--- src/rtl/forward_scoreboard_if.sv ---
// Operand-forwarding scoreboard bus: issue, result write-back, operand
// lookups, and the stall/status signals returned to the front end.
interface forward_scoreboard_if #(
   parameter int DW    = 32,
   parameter int RW    = 5,
   parameter int NRD   = 2,
   parameter int DEPTH = 3,
   parameter int CW    = 8
);
   logic                 flush;
   logic                 issue_valid;
   logic                 issue_wen;
   logic [RW-1:0]        issue_dst;
   logic [DEPTH-1:0]     res_valid;
   logic [DEPTH*DW-1:0]  res_data;
   logic [NRD-1:0]       rd_en;
   logic [NRD*RW-1:0]    rd_addr;
   logic [NRD-1:0]       fwd_hit;
   logic [NRD*DW-1:0]    fwd_data;
   logic                 stall;
   logic [CW-1:0]        stall_cnt;
   logic                 state;
   logic                 hang_err;

   // Pipeline front end / execution stages drive the scoreboard.
   modport master (
      output flush, issue_valid, issue_wen, issue_dst, res_valid, res_data,
             rd_en, rd_addr,
      input  fwd_hit, fwd_data, stall, stall_cnt, state, hang_err
   );

   // The scoreboard itself.
   modport slave (
      input  flush, issue_valid, issue_wen, issue_dst, res_valid, res_data,
             rd_en, rd_addr,
      output fwd_hit, fwd_data, stall, stall_cnt, state, hang_err
   );
endinterface

--- src/rtl/forward_scoreboard.sv ---
// Forwarding scoreboard: tracks in-flight producers (slot 0 = EX, higher
// slots older), bypasses their results to operand read ports, requests a
// stall when the youngest matching producer has no data yet, and counts
// stalls with a sticky error for an excessively long hold.
module forward_scoreboard #(
   parameter int DW      = 32,
   parameter int RW      = 5,
   parameter int NRD     = 2,
   parameter int DEPTH   = 3,
   parameter int CW      = 8,
   parameter int MAXHOLD = 16
) (
   input logic                CLK,
   input logic                RST,
   forward_scoreboard_if.slave bus
);

   localparam int HW = $clog2(MAXHOLD + 1);

   typedef enum logic [0:0] {
      RUN  = 1'b0,
      HOLD = 1'b1
   } state_t;

   // Control part of a slot record; the data word is kept separately.
   typedef struct packed {
      logic          valid;
      logic          wen;
      logic [RW-1:0] dst;
      logic          ready;
   } ctrl_t;

   ctrl_t         slot_ctrl [DEPTH];
   ctrl_t         ctrl_nxt  [DEPTH];
   logic [DW-1:0] slot_data [DEPTH];

   logic [DEPTH-1:0] eff_rdy;
   logic [DW-1:0]    eff_data [DEPTH];
   logic [NRD-1:0]   hazard;
   logic [NRD-1:0]   hit;
   logic [NRD*DW-1:0] fwd_data;
   logic             stall;

   state_t           fsm_state;
   state_t           fsm_nxt;
   logic [CW-1:0]    stall_cnt;
   logic [HW-1:0]    hold_cnt;
   logic [HW-1:0]    hold_nxt;
   logic             hang_err;

   // Effective data per slot: a result arriving this cycle beats stored data.
   always_comb begin
      for (int k = 0; k < DEPTH; k++) begin
         eff_rdy[k]  = bus.res_valid[k] | slot_ctrl[k].ready;
         eff_data[k] = bus.res_valid[k] ? bus.res_data[k*DW +: DW] : slot_data[k];
      end
   end

   // Per-port lookup: scan oldest to youngest so the youngest match wins.
   always_comb begin : lookup
      logic          found;
      logic          rdy;
      logic [DW-1:0] data;
      // NOTE: every output of a combinational block gets a default before any
      // conditional assignment; a path that leaves one unassigned infers a latch.
      hazard   = '0;
      hit      = '0;
      fwd_data = '0;
      for (int i = 0; i < NRD; i++) begin
         found = 1'b0;
         rdy   = 1'b0;
         data  = '0;
         for (int k = DEPTH - 1; k >= 0; k--) begin
            if (bus.rd_en[i] && slot_ctrl[k].valid && slot_ctrl[k].wen &&
                slot_ctrl[k].dst == bus.rd_addr[i*RW +: RW] &&
                bus.rd_addr[i*RW +: RW] != '0) begin
               found = 1'b1;
               rdy   = eff_rdy[k];
               data  = eff_data[k];
            end
         end
         hit[i]    = found & rdy;
         hazard[i] = found & ~rdy;
         if (found && rdy) begin
            fwd_data[i*DW +: DW] = data;
         end
      end
   end

   assign stall = (|hazard) & ~bus.flush;

   // Next slot contents: absorb results, shift one stage, refill slot 0.
   always_comb begin
      for (int k = 1; k < DEPTH; k++) begin
         ctrl_nxt[k]       = slot_ctrl[k-1];
         ctrl_nxt[k].ready = slot_ctrl[k-1].ready | bus.res_valid[k-1];
      end
      if (stall) begin
         ctrl_nxt[0] = '0;
      end else begin
         ctrl_nxt[0] = {bus.issue_valid, bus.issue_wen, bus.issue_dst, 1'b0};
      end
   end

   // Slot control register; reset and flush empty the whole pipeline.
   always_ff @(posedge CLK) begin
      // NOTE: sequential state uses non-blocking assignments so every register
      // samples the pre-edge values regardless of statement order.
      if (RST || bus.flush) begin
         for (int k = 0; k < DEPTH; k++) begin
            slot_ctrl[k] <= '0;
         end
      end else begin
         for (int k = 0; k < DEPTH; k++) begin
            slot_ctrl[k] <= ctrl_nxt[k];
         end
      end
   end

   // Slot data words travel alongside the control bits.
   always_ff @(posedge CLK) begin
      // NOTE: data words are left out of reset on purpose; they are only ever
      // read once the matching ready bit says they were written.
      slot_data[0] <= '0;
      for (int k = 1; k < DEPTH; k++) begin
         slot_data[k] <= bus.res_valid[k-1] ? bus.res_data[(k-1)*DW +: DW]
                                            : slot_data[k-1];
      end
   end

   // RUN/HOLD next-state logic.
   always_comb begin
      fsm_nxt = fsm_state;
      case (fsm_state)
         RUN:     if (stall) fsm_nxt = HOLD;
         HOLD:    if (!stall || bus.flush) fsm_nxt = RUN;
         default: fsm_nxt = RUN;
      endcase
   end

   // RUN/HOLD state register.
   always_ff @(posedge CLK) begin
      if (RST) begin
         fsm_state <= RUN;
      end else begin
         fsm_state <= fsm_nxt;
      end
   end

   // Consecutive-hold count, saturating at the error threshold.
   always_comb begin
      hold_nxt = hold_cnt;
      if (bus.flush || !stall) begin
         hold_nxt = '0;
      end else if (hold_cnt != HW'(MAXHOLD)) begin
         hold_nxt = hold_cnt + 1'b1;
      end
   end

   // Stall statistics and sticky hang error.
   always_ff @(posedge CLK) begin
      if (RST) begin
         stall_cnt <= '0;
         hold_cnt  <= '0;
         hang_err  <= 1'b0;
      end else begin
         if (stall && stall_cnt != '1) begin
            stall_cnt <= stall_cnt + 1'b1;
         end
         hold_cnt <= hold_nxt;
         if (hold_nxt == HW'(MAXHOLD)) begin
            hang_err <= 1'b1;
         end
      end
   end

   assign bus.fwd_hit   = hit;
   assign bus.fwd_data  = fwd_data;
   assign bus.stall     = stall;
   assign bus.stall_cnt = stall_cnt;
   assign bus.state     = fsm_state;
   assign bus.hang_err  = hang_err;

endmodule
--- src/flat_wrapper.sv ---
// flat-port wrapper written by rule: the top's interface ports become plain ports
module forward_scoreboard_flat 
#(
   parameter int DW      = 32,
   parameter int RW      = 5,
   parameter int NRD     = 2,
   parameter int DEPTH   = 3,
   parameter int CW      = 8,
   parameter int MAXHOLD = 16
)
  (CLK, RST, bus_flush, bus_issue_valid, bus_issue_wen, bus_issue_dst, bus_res_valid, bus_res_data, bus_rd_en, bus_rd_addr, bus_fwd_hit, bus_fwd_data, bus_stall, bus_stall_cnt, bus_state, bus_hang_err);
  forward_scoreboard_if #(.DW(DW), .RW(RW), .NRD(NRD), .DEPTH(DEPTH), .CW(CW)) bus_i ();
  input logic CLK;
  input logic RST;
  input wire logic [$bits(bus_i.flush)-1:0] bus_flush;
  input wire logic [$bits(bus_i.issue_valid)-1:0] bus_issue_valid;
  input wire logic [$bits(bus_i.issue_wen)-1:0] bus_issue_wen;
  input wire logic [$bits(bus_i.issue_dst)-1:0] bus_issue_dst;
  input wire logic [$bits(bus_i.res_valid)-1:0] bus_res_valid;
  input wire logic [$bits(bus_i.res_data)-1:0] bus_res_data;
  input wire logic [$bits(bus_i.rd_en)-1:0] bus_rd_en;
  input wire logic [$bits(bus_i.rd_addr)-1:0] bus_rd_addr;
  output wire logic [$bits(bus_i.fwd_hit)-1:0] bus_fwd_hit;
  output wire logic [$bits(bus_i.fwd_data)-1:0] bus_fwd_data;
  output wire logic [$bits(bus_i.stall)-1:0] bus_stall;
  output wire logic [$bits(bus_i.stall_cnt)-1:0] bus_stall_cnt;
  output wire logic [$bits(bus_i.state)-1:0] bus_state;
  output wire logic [$bits(bus_i.hang_err)-1:0] bus_hang_err;
  assign bus_i.flush = bus_flush;
  assign bus_i.issue_valid = bus_issue_valid;
  assign bus_i.issue_wen = bus_issue_wen;
  assign bus_i.issue_dst = bus_issue_dst;
  assign bus_i.res_valid = bus_res_valid;
  assign bus_i.res_data = bus_res_data;
  assign bus_i.rd_en = bus_rd_en;
  assign bus_i.rd_addr = bus_rd_addr;
  assign bus_fwd_hit = bus_i.fwd_hit;
  assign bus_fwd_data = bus_i.fwd_data;
  assign bus_stall = bus_i.stall;
  assign bus_stall_cnt = bus_i.stall_cnt;
  assign bus_state = bus_i.state;
  assign bus_hang_err = bus_i.hang_err;
  forward_scoreboard #(.DW(DW), .RW(RW), .NRD(NRD), .DEPTH(DEPTH), .CW(CW), .MAXHOLD(MAXHOLD)) u_core (.CLK(CLK), .RST(RST), .bus(bus_i));
endmodule
--- config.mk ---
export PLATFORM = sky130hd
export DESIGN_NAME = forward_scoreboard_flat
export DESIGN_NICKNAME = d
export VERILOG_FILES = /design/src/rtl/forward_scoreboard_if.sv /design/src/rtl/forward_scoreboard.sv /design/src/flat_wrapper.sv
export SDC_FILE = /design/constraint.sdc
export NUM_CORES = 1
export LEC_CHECK = 0
export CORE_MARGIN = 10
export CORE_UTILIZATION = 43
export CTS_BUF_LIST = sky130_fd_sc_hd__clkbuf_8
export DETAILED_ROUTE_END_ITERATION = 8
export PLACE_DENSITY = 0.82
export SYNTH_ARGS = -nofsm -noshare
export SYNTH_HDL_FRONTEND = slang
export SYNTH_SLANG_ARGS = --single-unit
--- constraint.sdc ---
create_clock -name CLK -period 2.67 [get_ports CLK]
set_input_delay 0.4005 -clock CLK [delete_from_list [all_inputs] [get_ports CLK]]
set_output_delay 0.4005 -clock CLK [all_outputs]
set_load 0.03 [all_outputs]
==> metrics <==
CP required 2.27 ns; clock tree buffer depth 2; worst vdd ir 302 uV; post-synth net total ~800; Area growth, synth to finish 85.6%; Fin Hold WS around 0.39 ns; clk sinks 102; Final #Nets 1111; failing checks negative setup slack; Final Power 3.08 mW; crit-path cells buf_6, xnor2_2, nand2_1, or4_4, or3_4, a21oi_4, nor2_4, buf_12, buf_16, buf_12, nor2_4, buf_6; detail-routed net length per standard cell 22.2 um; clock root cell clkbuf_8; post-synthesis cell count roughly 690; CP max FO 5; placer's final routability congestion estimate about 0.91; Via density around 5.7; top cells by area, synth dfxtp_1 35%, a211oi_1 9.1%, mux2_2 7.8%; Post-synth top cells 102 x dfxtp_1, 70 x a211oi_1, 51 x nand2_1; Slew @ Worst Pin between 0.8 and 0.9 ns; Async SR Flop Fraction 0%; worst skew pair latency roughly 0.38 ns; Seq/Total Area, Yosys about a third; Max Cap Viol 0; vias in the first global route between 7000 and 8000; num ports 198; Die H 136 um; largest net degree at the start of global routing 33; CTS tree done; Synth warnings 0; share of cells above drive strength 1 around 45%; status finished, violations left; synthesized cell area 5790 sq um; Setup CP Type flip-flop to primary output; post-route ant nets 0; num rows 42; Setup TNS Final -29.81 ns; Synth Register Bits a little over 100; Iter 0 DRT Violations a little over 600; drt pass-1 iters 5; H-tree depth 3; die width about 140 um; Final Hold Violating Endpoints 0; Port Buf Inserts between 150 and 200; Reg-to-Reg Start u_core.slot_ctrl[0][12]; Num CTS Buffers 9; max-slew violation count 0; total grt overflow 0; Hold Crit Class primary input to flip-flop; R2R Setup Slk 0.01 ns; Setup WS pre-CTS -0.952 ns; Slowest cell on crit path or4_4; top-count cell post-synth dfxtp_1; PwrDens roughly 290 nW/um^2; CP endpoint kind primary output; RSZ-0062 raised after global routing yes; drt drc 0; core region area roughly 13000 sq um; initial antenna violation count 2; post-synth top area share 35.3%; post-detail-place hpwl ~17 mm; Tcrit/Tclk final 120%; Via Count 6703; number of synthesized flops with an enable pin 0; Mean Syn Cell Area around 8.4 sq um; Leakage 4.03 nW; global-route wire length before repair around 39 mm; Setup Skew between 0.006 and 0.007 ns; Arr. time, crit path 2.80 ns; CTS clk-pin slew, worst paths around 0.1 ns; CP startpoint u_core.slot_ctrl[0][17]; hold_buf cts 0; crit-path max cell delay about 0.5 ns; Final setup viols 67; Initial Util a little over two fifths; Startpoint Class flip-flop; area leader, netlist dfxtp_1; max frequency 0.313 GHz; Setup WS post-layout -0.529 ns; Die ar. ~18000 sq um; Min Clock Period, post-route about 3.2 ns; hold path start bus_res_valid[1]; Post-Route WL 26.0 mm; top_reg_cell synth dfxtp_1; total track usage a little over a quarter; Synth cell types 45; Slew HR ~43%
==> cell families (layout without fill, tap and decap cells) <==
kind of cell               after synthesis  in the layout  synth area share (%)
buffers and inverters                   87            390                  5.97
xor gates and xnor gates                34             34                  5.15
other                                    0              1                     0
adders and majority gates                3              3                 0.649
and+or+nand+nor                        250            250                  22.6
AOI/OAI and AO/OA                      144            144                  17.6
DFF                                    102            102                  35.3
muxes                                   68             68                  12.7
==> power breakdown <==
group	internal [mW]	switching (mW)	total, mW
clock	0.333	0.564	0.897
combinational	0.303	0.257	0.560
sequential	1.59	0.0262	1.62
total	2.23	0.847	3.08
==> stage by stage <==
step / cells / area (sq um) / utilization (%)
finish: 1168 / 10700 / 81.4
global route: 1167 / 10700 / 81.4
detailed placement: 1107 / 9210 / 69.8
global placement: 1107 / 9210 / 69.8
CTS: 1158 / 10500 / 79.3
floorplan: 688 / 6590 / -
==> path summary, 6_finish.rpt <==
path,end,cells past startpoint
hold reg to reg,u_core.bus.hang_err,2
setup / recovery,bus_fwd_data[51],12
hold / removal,u_core.slot_data[0][76],2
setup reg to reg,u_core.bus.stall_cnt[5],9
==> metal layers <==
layer,global-route usage [%],routed length [um],up-vias
met2,44.8,13100,331
met3,6.31,2010,81
met4,12.8,995,2
met5,0,17,-
met1,30.6,9900,3270
li1,-,-,3019
==> registers in the layout, indices dropped and copies added (netlist names) <==
register / count
u_core.slot_data: 64
u_core.slot_ctrl: 23
u_core.bus.stall_cnt: 8
u_core.hold_cnt: 5
u_core.bus.hang_err: 1
u_core.bus.state: 1
==> critical path, delay by kind of cell (launching register included) <==
| kind | cells | cell delay (ns) |
|---|---|---|
| XOR/XNOR | 1 | 0.10 |
| buffers and inverters | 5 | 0.67 |
| AO/OA/AOI/OAI | 1 | 0.15 |
| flip-flops | 1 | 0.34 |
| AND/OR/NAND/NOR | 5 | 1.15 |
==> layout make-up <==
class / instances / area (sq um)
antenna: 1 / 2.50
clock buffer: 9 / 124
clock inverter: 6 / 40.0
fill: 744 / 2450
inverter: 30 / 120
multi-input combinational: 499 / 4560
sequential: 102 / 2050
tap: 176 / 220
timing repair buffer: 345 / 3620
==> timing repair <==
action	4_1_cts	5_1_grt
gates resized for setup	191	41
cloned	6	2
setup buffers	31	9
setup endpoints to repair	89	88
pin swaps	44	38
==> cells in the final DEF, fill, tap and decap left out, types with 11 or more instances in the layout <==
cell and n:
clkdlybuf4s50_1 117, buf_4 103, dfxtp_1 95, buf_6 81
nand2_1 51, mux2_2 40, a211oi_4 38, and2_1 36
a21oi_1 35, a211oi_2 30, inv_1 28, nor3_1 28
mux2i_1 25, nor2_4 24, xnor2_1 23, buf_12 21
nand3_1 19, nor2_1 15, a211oi_1 13, nor3_4 12
a21oi_2 12, nor3_2 11, nand3b_1 11
Power figures use the tool's default switching activity.
